<file path="config.mk">
export PLATFORM = sky130hd
export DESIGN_NAME = corner_locator
export DESIGN_NICKNAME = d
export VERILOG_FILES = /design/src/rtl/corner_locator.sv
export SDC_FILE = /design/constraint.sdc
export NUM_CORES = 1
export LEC_CHECK = 0
export ABC_AREA = 1
export CAP_MARGIN = 30
export CORE_ASPECT_RATIO = 0.5
export CORE_MARGIN = 4
export CORE_UTILIZATION = 53
export DETAILED_ROUTE_END_ITERATION = 12
export GPL_ROUTABILITY_DRIVEN = 0
export PLACE_DENSITY = 0.77
export RECOVER_POWER = 25
export SLEW_MARGIN = 20
export SYNTH_ARGS = -nofsm -noshare
export SYNTH_HDL_FRONTEND = slang
export SYNTH_SLANG_ARGS = --single-unit
</file>
<file path="constraint.sdc">
create_clock -name i_clk -period 4.1 [get_ports i_clk]
set_input_delay 0.615 -clock i_clk [delete_from_list [all_inputs] [get_ports i_clk]]
set_output_delay 0.615 -clock i_clk [all_outputs]
set_load 0.01 [all_outputs]
</file>
<file path="src/rtl/corner_locator.sv">
// Marker-colour corner locator: raster-scans an RGB frame, tracks the four extreme marker
// pixels and publishes them at end of frame. Define CORNER_HOLD_EN to keep corners on a failed frame.
module corner_locator #(
    parameter int         H_ACTIVE  = 800,
    parameter int         V_ACTIVE  = 600,
    parameter logic [9:0] R_MIN     = 10'd600,
    parameter logic [9:0] G_MAX     = 10'd300,
    parameter logic [9:0] B_MAX     = 10'd300,
    parameter int         MIN_COUNT = 64
) (
    input  logic        i_clk,
    input  logic        i_rst_n,
    input  logic        i_valid,
    input  logic [31:0] i_data,
    input  logic        i_resync,
    output logic        o_addr_valid,
    output logic [19:0] o_ul_addr,
    output logic [19:0] o_ur_addr,
    output logic [19:0] o_dl_addr,
    output logic [19:0] o_dr_addr,
    output logic        o_enable,
    output logic [18:0] o_count
);

    localparam logic [9:0]  COL_LAST = 10'(H_ACTIVE - 1);
    localparam logic [9:0]  ROW_LAST = 10'(V_ACTIVE - 1);
    localparam logic [10:0] A_OFS    = 11'(V_ACTIVE);
    localparam logic [10:0] B_OFS    = 11'(H_ACTIVE);
    localparam logic [18:0] CNT_MAX  = '1;
    localparam logic [18:0] MIN_CNT  = 19'(MIN_COUNT);
    localparam logic [10:0] UL_CLR   = 11'h7FF;

    logic [9:0]  row;
    logic [9:0]  col;
    logic        accept;
    logic        col_last;
    logic        row_last;
    logic        eof;

    logic [9:0]  px_r;
    logic [9:0]  px_g;
    logic [9:0]  px_b;
    logic        unused_pad;
    logic        marker;

    logic [10:0] s_m;
    logic [10:0] a_m;
    logic [10:0] b_m;
    logic [19:0] pix_addr;

    logic [10:0] ul_m, ur_m, dl_m, dr_m;
    logic [19:0] ul_a, ur_a, dl_a, dr_a;
    logic        seen;
    logic [18:0] count;

    logic [10:0] ul_m_nxt, ur_m_nxt, dl_m_nxt, dr_m_nxt;
    logic [19:0] ul_a_nxt, ur_a_nxt, dl_a_nxt, dr_a_nxt;
    logic        seen_nxt;
    logic [18:0] count_nxt;
    logic        enable_nxt;

    assign accept   = i_valid && !i_resync;
    assign col_last = (col == COL_LAST);
    assign row_last = (row == ROW_LAST);
    assign eof      = accept && col_last && row_last;

    assign px_r       = i_data[29:20];
    assign px_g       = i_data[19:10];
    assign px_b       = i_data[9:0];
    assign unused_pad = ^i_data[31:30];
    assign marker     = accept && (px_r >= R_MIN) && (px_g <= G_MAX) && (px_b <= B_MAX);

    // Offsets keep a and b non-negative so all metrics compare as plain unsigned values.
    assign s_m      = {1'b0, row} + {1'b0, col};
    assign a_m      = {1'b0, col} + A_OFS - {1'b0, row};
    assign b_m      = {1'b0, row} + B_OFS - {1'b0, col};
    assign pix_addr = {row, col};

    always_ff @(posedge i_clk or negedge i_rst_n) begin
        if (!i_rst_n) begin
            row <= '0;
            col <= '0;
        end else if (i_resync) begin
            row <= '0;
            col <= '0;
        end else if (i_valid) begin
            if (col_last) begin
                col <= '0;
                row <= row_last ? '0 : row + 10'd1;
            end else begin
                col <= col + 10'd1;
            end
        end
    end

    // Next tracker state including the current pixel; the snapshot reads these so the
    // final pixel of the frame is reported without an extra pipeline stage.
    always_comb begin
        ul_m_nxt  = ul_m;
        ur_m_nxt  = ur_m;
        dl_m_nxt  = dl_m;
        dr_m_nxt  = dr_m;
        ul_a_nxt  = ul_a;
        ur_a_nxt  = ur_a;
        dl_a_nxt  = dl_a;
        dr_a_nxt  = dr_a;
        seen_nxt  = seen;
        count_nxt = count;
        if (marker) begin
            seen_nxt = 1'b1;
            if (count != CNT_MAX) begin
                count_nxt = count + 19'd1;
            end
            if (!seen) begin
                ul_m_nxt = s_m;
                dr_m_nxt = s_m;
                ur_m_nxt = a_m;
                dl_m_nxt = b_m;
                ul_a_nxt = pix_addr;
                ur_a_nxt = pix_addr;
                dl_a_nxt = pix_addr;
                dr_a_nxt = pix_addr;
            end else begin
                if (s_m < ul_m) begin
                    ul_m_nxt = s_m;
                    ul_a_nxt = pix_addr;
                end
                if (s_m > dr_m) begin
                    dr_m_nxt = s_m;
                    dr_a_nxt = pix_addr;
                end
                if (a_m > ur_m) begin
                    ur_m_nxt = a_m;
                    ur_a_nxt = pix_addr;
                end
                if (b_m > dl_m) begin
                    dl_m_nxt = b_m;
                    dl_a_nxt = pix_addr;
                end
            end
        end
    end

    assign enable_nxt = (count_nxt >= MIN_CNT);

    always_ff @(posedge i_clk or negedge i_rst_n) begin
        if (!i_rst_n) begin
            ul_m  <= UL_CLR;
            ur_m  <= '0;
            dl_m  <= '0;
            dr_m  <= '0;
            ul_a  <= '0;
            ur_a  <= '0;
            dl_a  <= '0;
            dr_a  <= '0;
            seen  <= 1'b0;
            count <= '0;
        end else if (i_resync || eof) begin
            ul_m  <= UL_CLR;
            ur_m  <= '0;
            dl_m  <= '0;
            dr_m  <= '0;
            ul_a  <= '0;
            ur_a  <= '0;
            dl_a  <= '0;
            dr_a  <= '0;
            seen  <= 1'b0;
            count <= '0;
        end else begin
            ul_m  <= ul_m_nxt;
            ur_m  <= ur_m_nxt;
            dl_m  <= dl_m_nxt;
            dr_m  <= dr_m_nxt;
            ul_a  <= ul_a_nxt;
            ur_a  <= ur_a_nxt;
            dl_a  <= dl_a_nxt;
            dr_a  <= dr_a_nxt;
            seen  <= seen_nxt;
            count <= count_nxt;
        end
    end

    always_ff @(posedge i_clk or negedge i_rst_n) begin
        if (!i_rst_n) begin
            o_addr_valid <= 1'b0;
            o_ul_addr    <= '0;
            o_ur_addr    <= '0;
            o_dl_addr    <= '0;
            o_dr_addr    <= '0;
            o_enable     <= 1'b0;
            o_count      <= '0;
        end else begin
            o_addr_valid <= eof;
            if (eof) begin
                o_count  <= count_nxt;
                o_enable <= enable_nxt;
                if (enable_nxt) begin
                    o_ul_addr <= ul_a_nxt;
                    o_ur_addr <= ur_a_nxt;
                    o_dl_addr <= dl_a_nxt;
                    o_dr_addr <= dr_a_nxt;
                end else begin
`ifdef CORNER_HOLD_EN
                    o_ul_addr <= o_ul_addr;
                    o_ur_addr <= o_ur_addr;
                    o_dl_addr <= o_dl_addr;
                    o_dr_addr <= o_dr_addr;
`else
                    o_ul_addr <= '0;
                    o_ur_addr <= '0;
                    o_dl_addr <= '0;
                    o_dr_addr <= '0;
`endif
                end
            end
        end
    end

endmodule

</file>
# ---- Word-level counts from Yosys, hierarchy flattened
# Index checks and enable logic that the tools add are counted.
dict set report totals {
  reg_bits 265
  in_bits 36
}
dict set report op_classes {
  add_sub_neg 8
  n_lt_le_gt_ge 8
  n_eq_ne 7
  muxes 48
  n_reduce_logical 16
}
# operator count
set ops {}
lappend ops {{$mux W20} 20}
lappend ops {{$mux W11} 16}
lappend ops {{$mux W10} 7}
lappend ops {{$mux W19} 3}
lappend ops {{$gt A11 B11 Y1} 3}
lappend ops {{$add A10 B10 Y11 const B} 2}
lappend ops {{$sub A11 B10 Y11} 2}
lappend ops {{$add A10 B1 Y10 const B} 2}
lappend ops {{$eq A10 B10 Y1 const B} 2}
lappend ops {{$le A10 B9 Y1 const B} 2}
lappend ops {{$add A19 B1 Y19 const B} 1}
lappend ops {{$ge A19 B7 Y1 const B} 1}
lappend ops {{$ne A19 B19 Y1 const B} 1}
lappend ops {{$ne A3 B1 Y1 const B} 4}
lappend ops {{$add A10 B10 Y11} 1}
lappend ops {{$lt A11 B11 Y1} 1}
lappend ops {{$ge A10 B10 Y1 const B} 1}
lappend ops {{$reduce_and A2 Y1} 5}
lappend ops {{$logic_and A1 B1 Y1} 6}
lappend ops {{$reduce_bool A2 Y1} 3}
lappend ops {{$mux W1} 2}
lappend ops {{$logic_not A1 Y1} 1}
lappend ops {{$logic_or A1 B1 Y1} 1}

# ---- Longest topological paths before layout
dict set report logic_depth {
  depth_word 8
  depth_mapped 31
}

# ---- Worst setup path after synthesis
# No wires, ideal clock.
dict set report synth_path {
  kind {register -> register}
  startpoint {register row[2]}
  endpoint {register o_ur_addr[19]}
  setup_ns 0.066
  arrival_ns 3.803
  required_time_ns 4.034
  setup_slack_ns 0.232
  path_stages_with_launch 29
  path_buffers 2
  cell_sequence {dfrtp_1 > clkbuf_1 > inv_1 > ha_1 > ha_1 > a21o_1 > nand2_1 > nand2_1 > nand2_1 > nand2_1 > a21boi_0 > nor2_1 > o21bai_1 > nand2_1 > nand2_1 > nand2_1 > ha_1 > nand2_1 > nor2_1 > nand3_1 > o2111ai_1 > nand2_1 > nand2_1 > nand2_1 > clkbuf_1 > nand2_1 > nand2_1 > nand3_2 > nand2_1}
}
dict set report synth_between {
  elab_chain_len 6
}
# element line
set synth_rtl {}
lappend synth_rtl {{start: declaration} 33} ;# logic [9:0] row;
lappend synth_rtl {{start signal: assignment} 89} ;# row <= row_last ? '0 : row + 10'd1;
lappend synth_rtl {{$sub A11 B10 Y11} 75} ;# assign a_m = {1'b0, col} + A_OFS - {1'b0, row};
lappend synth_rtl {{$gt A11 B11 Y1} 132} ;# if (a_m > ur_m) begin
lappend synth_rtl {{$mux W20} 132}
lappend synth_rtl {{$mux W20} 114} ;# if (!seen) begin
lappend synth_rtl {{$mux W20} 109} ;# if (marker) begin
lappend synth_rtl {{$mux W20} 197} ;# if (enable_nxt) begin
lappend synth_rtl {{end signal: assignment} 199} ;# o_ur_addr <= ur_a_nxt;
lappend synth_rtl {{end: declaration} 18} ;# output logic [19:0] o_ur_addr,
# Several ways; a longest one is shown, not always the timed one.
# A chain may end at the register's enable or synchronous reset.

# ---- Final worst setup path
dict set report layout_path {
  startpoint {register col[7]}
  endpoint {register o_dl_addr[14]}
}
dict set report layout_between {
  elab_chain_len 6
}
# element line
set layout_rtl {}
lappend layout_rtl {{start: declaration} 34} ;# logic [9:0] col;
lappend layout_rtl {{start signal: assignment} 91} ;# col <= col + 10'd1;
lappend layout_rtl {{$sub A11 B10 Y11} 76} ;# assign b_m = {1'b0, row} + B_OFS - {1'b0, col};
lappend layout_rtl {{$gt A11 B11 Y1} 136} ;# if (b_m > dl_m) begin
lappend layout_rtl {{$mux W20} 136}
lappend layout_rtl {{$mux W20} 114}
lappend layout_rtl {{$mux W20} 109}
lappend layout_rtl {{$mux W20} 197}
lappend layout_rtl {{end signal: assignment} 200} ;# o_dl_addr <= dl_a_nxt;
lappend layout_rtl {{end: declaration} 19} ;# output logic [19:0] o_dl_addr,
# Several ways; a longest one is shown, not always the timed one.

==> qor.yml <==
cts_buffers: 25
htree_levels: 1
grt_pass1_vias: 12519
finalMaxSlewViolations: 108
min_period_ns: 3.87
syn_inst: 1847
rows: 43
critPathMaxFanout: 22
synth-edff-count: 0
critPathBufInv: 1
worst_ir_drop_vdd_v: 0.000293
vias: 12890
cts_tree: "done"
whs_ns: 0.478
seq_area_frac_synth_pct: 44.7
gr-total-overflow: 0
ys_seq_elements: 265
nNetsFinal: 2120
endpoint_kind: "flop"
setup_violations: 0
nFillCells: 2311
drt_drc_violations_left: 0
synth_area_leaders: "dfrtp_1 (43%), nand2_1 (14%), ha_1 (7.7%), nand3_1 (5.7%), inv_1 (4.7%)"
synth_nets: 1977
grt.total_usage_pct: 24.8
slew_headroom_pct: -84.0
crit_path_max_incr_delay_ns: 0.62
failed_checks: "max-capacitance violations, max-slew violations"
clk_pin_slew_worst_paths_ns: 0.06
core_mm2: 0.0277
start_kind: "flop"
ant_nets: 0
post-route-period-util_pct: 94.3
io_buffers: 131
critical_path.top_delay_family: "simple AND/OR/NAND/NOR gates"
arrival_ns: 4.35
async_reset_ff_share_pct: 100
yosys.area.top_type: "dfrtp_1"
die_x_um: 245
synth_top_area_share_pct: 42.8
initialDrtViolationCount: 1139
cpMostUsedCell: "nand2_1"
drt_pre_antenna_iters: 5
drive_above_1_share_pct: 10.8
path_cells: "ha_1, ha_1, a21oi_1, nor2_1, a211oi_1, nand3_1, xor2_1, ha_1, nand2_1, nor4_2, nand3_1, nand2_1, nand2_2, nand2_1, buf_12, nand2_1, nand2_1, nand3_2, nand2_1"
cts_buffer_depth: 3
syn_area_mm2: 0.0149
worstHoldPathType: "flop to flop"
fp.dieH_um: 126
cts_root_buf: "clkbuf_16"
pin_count: 137
criticalPathCategory: "flop to flop"
grt_pass1_wl_um: 63300
drt_wl_total_um: 38600
status: "complete, but fails checks"
synthFlopType: "dfrtp_1"
grt_max_degree: 109
hpwl_um: 26700
start_util_pct: 53.7
max-cap-violations: 1
area_delta_synth_final_pct: 19.3
hold_viol: 0
syn_avg_cell_area_um2: 8.05
holdBufCountCts: 0
die-area_mm2: 0.0309
final_core_util_pct: 64.1
tightestPinTransition_ns: 2.76
required_ns: 4.59
fmax_ghz: 0.259
slowest_stage: "dfrtp_1"
yosys_warnings: 0
netlist_top_cells_count: "nand2_1 (553), dfrtp_1 (254), inv_1 (187)"
via_per_inst: 5.40
clk_latency_ns: 0.55
setup_tns_ns: 0
power.density_mw_per_mm2: 295
antenna_found_initial: 0
synth.distinct_cells: 51
cts_sinks: 265
clock_skew_ns: 0.0181
insertedDiodeCount: 0
p_leak_nw: 9.03
wl_per_cell_um: 16.2
synthMostInstantiatedCell: "nand2_1"
final cells by class:
class / instances / area, um^2 / share of cell area [%]
clock buffers: 38 / 724 / 4.09
clock inverters: 6 / 48.8 / 0.275
inverters: 193 / 727 / 4.10
multi-input cells: 1305 / 7160 / 40.4
flip-flops and latches: 265 / 6650 / 37.5
well taps: 382 / 478 / 2.70
repair buffers: 200 / 1950 / 11.0
repair_timing:
| action | in CTS | in global routing |
|---|---|---|
| gates cloned | 0 | 1 |
| buffers inserted | 0 | 2 |
| hold endpoints to repair | 0 | 0 |
| endpoints found under the setup margin | 11 | 196 |
| resized for setup | 2 | 39 |
| pin swaps | 0 | 5 |
worst paths after layout:
path                          startpoint  slack, ns            end  cells after the start
min                        o_ur_addr[14]       0.48  o_ur_addr[14]                      2
max in group asynchronous        i_rst_n       0.75        dl_m[6]                      2
max reg2reg                       col[7]       0.23  o_dl_addr[14]                     19
min reg2reg                o_ur_addr[14]       0.48  o_ur_addr[14]                      2
min in group asynchronous        i_rst_n       0.89      count[16]                      1
max                               col[7]       0.23  o_dl_addr[14]                     19
through the flow:
step	std cells	worst slack [ns]	area [um^2]	total power [W]
after global placement	2342	0.0693	16800	0.00300
after detailed placement	2342	0.000753	16800	0.00301
final	2389	0.235	17700	0.00523
after global routing	2389	-0.00311	17700	0.00540
after CTS	2386	0.0715	17600	0.00525
after floorplan	1847	0.232	14900	0.00285
worst reg2reg max path: cells and delay by family (launching register included):
| family | cells | cell delay (ns) |
|---|---|---|
| and+or+nand+nor | 12 | 1.32 |
| AOI/OAI and AO/OA | 2 | 0.46 |
| buffers and inverters | 1 | 0.18 |
| DFF | 1 | 0.62 |
| adders and majority gates | 3 | 1.06 |
| xor gates and xnor gates | 1 | 0.18 |
flip-flops by register name (all words and copies together), names as in the netlist:
register,cells
col,10
count,19
dl_a,20
dl_m,11
dr_a,20
dr_m,11
o_addr_valid,1
o_count,19
o_dl_addr,20
o_dr_addr,20
o_enable,1
o_ul_addr,20
o_ur_addr,20
row,10
seen,1
ul_a,20
ul_m,11
ur_a,20
ur_m,11
kinds of logic after synthesis:
family	after synthesis	synth area share [%]
xor gates and xnor gates	29	1.71
and+or+nand+nor	923	27.9
buffers and inverters	277	7.76
DFF	265	44.7
AOI/OAI and AO/OA	259	9.84
adders and majority gates	94	8.07
report_power, final:
| part | switching (W) | internal [W] |
|---|---|---|
| clock | 0.00103 | 0.00123 |
| sequential | 0.00000849 | 0.00263 |
| combinational | 0.000217 | 0.000113 |
placed cells by master (no fill, tap or decap), types with 4 or more instances in the layout:
cell	count
nor4_1	4
nand2_2	7
nor2_2	8
nor3_1	18
dfstp_2	11
clkbuf_8	5
inv_1	184
clkdlybuf4s50_1	130
nand4_1	11
or2_2	7
clkbuf_16	26
a21oi_1	124
nand3_1	169
buf_12	8
nand2_1	545
nor2_1	92
o21ai_0	57
a31oi_1	4
dfrtp_1	254
buf_4	57
nand3b_1	7
ha_2	5
o2111ai_1	4
o21bai_1	5
clkbuf_1	8
clkinv_2	6
a21oi_2	4
o21ai_1	5
nand3_2	43
xor2_1	26
inv_2	7
o22ai_1	24
ha_1	84
a22oi_1	10
per-layer routing:
| layer | GRT usage [%] | vias to the layer above | part of all wire, % |
|---|---|---|---|
| li1 | - | 6294 | - |
| met1 | 35.8 | 6112 | 46 |
| met2 | 39.6 | 403 | 45 |
| met3 | 4.10 | 81 | 6.7 |
| met4 | 6.27 | 0 | 2.5 |
| met5 | 0 | - | 0 |
Power figures use the tool's default switching activity.
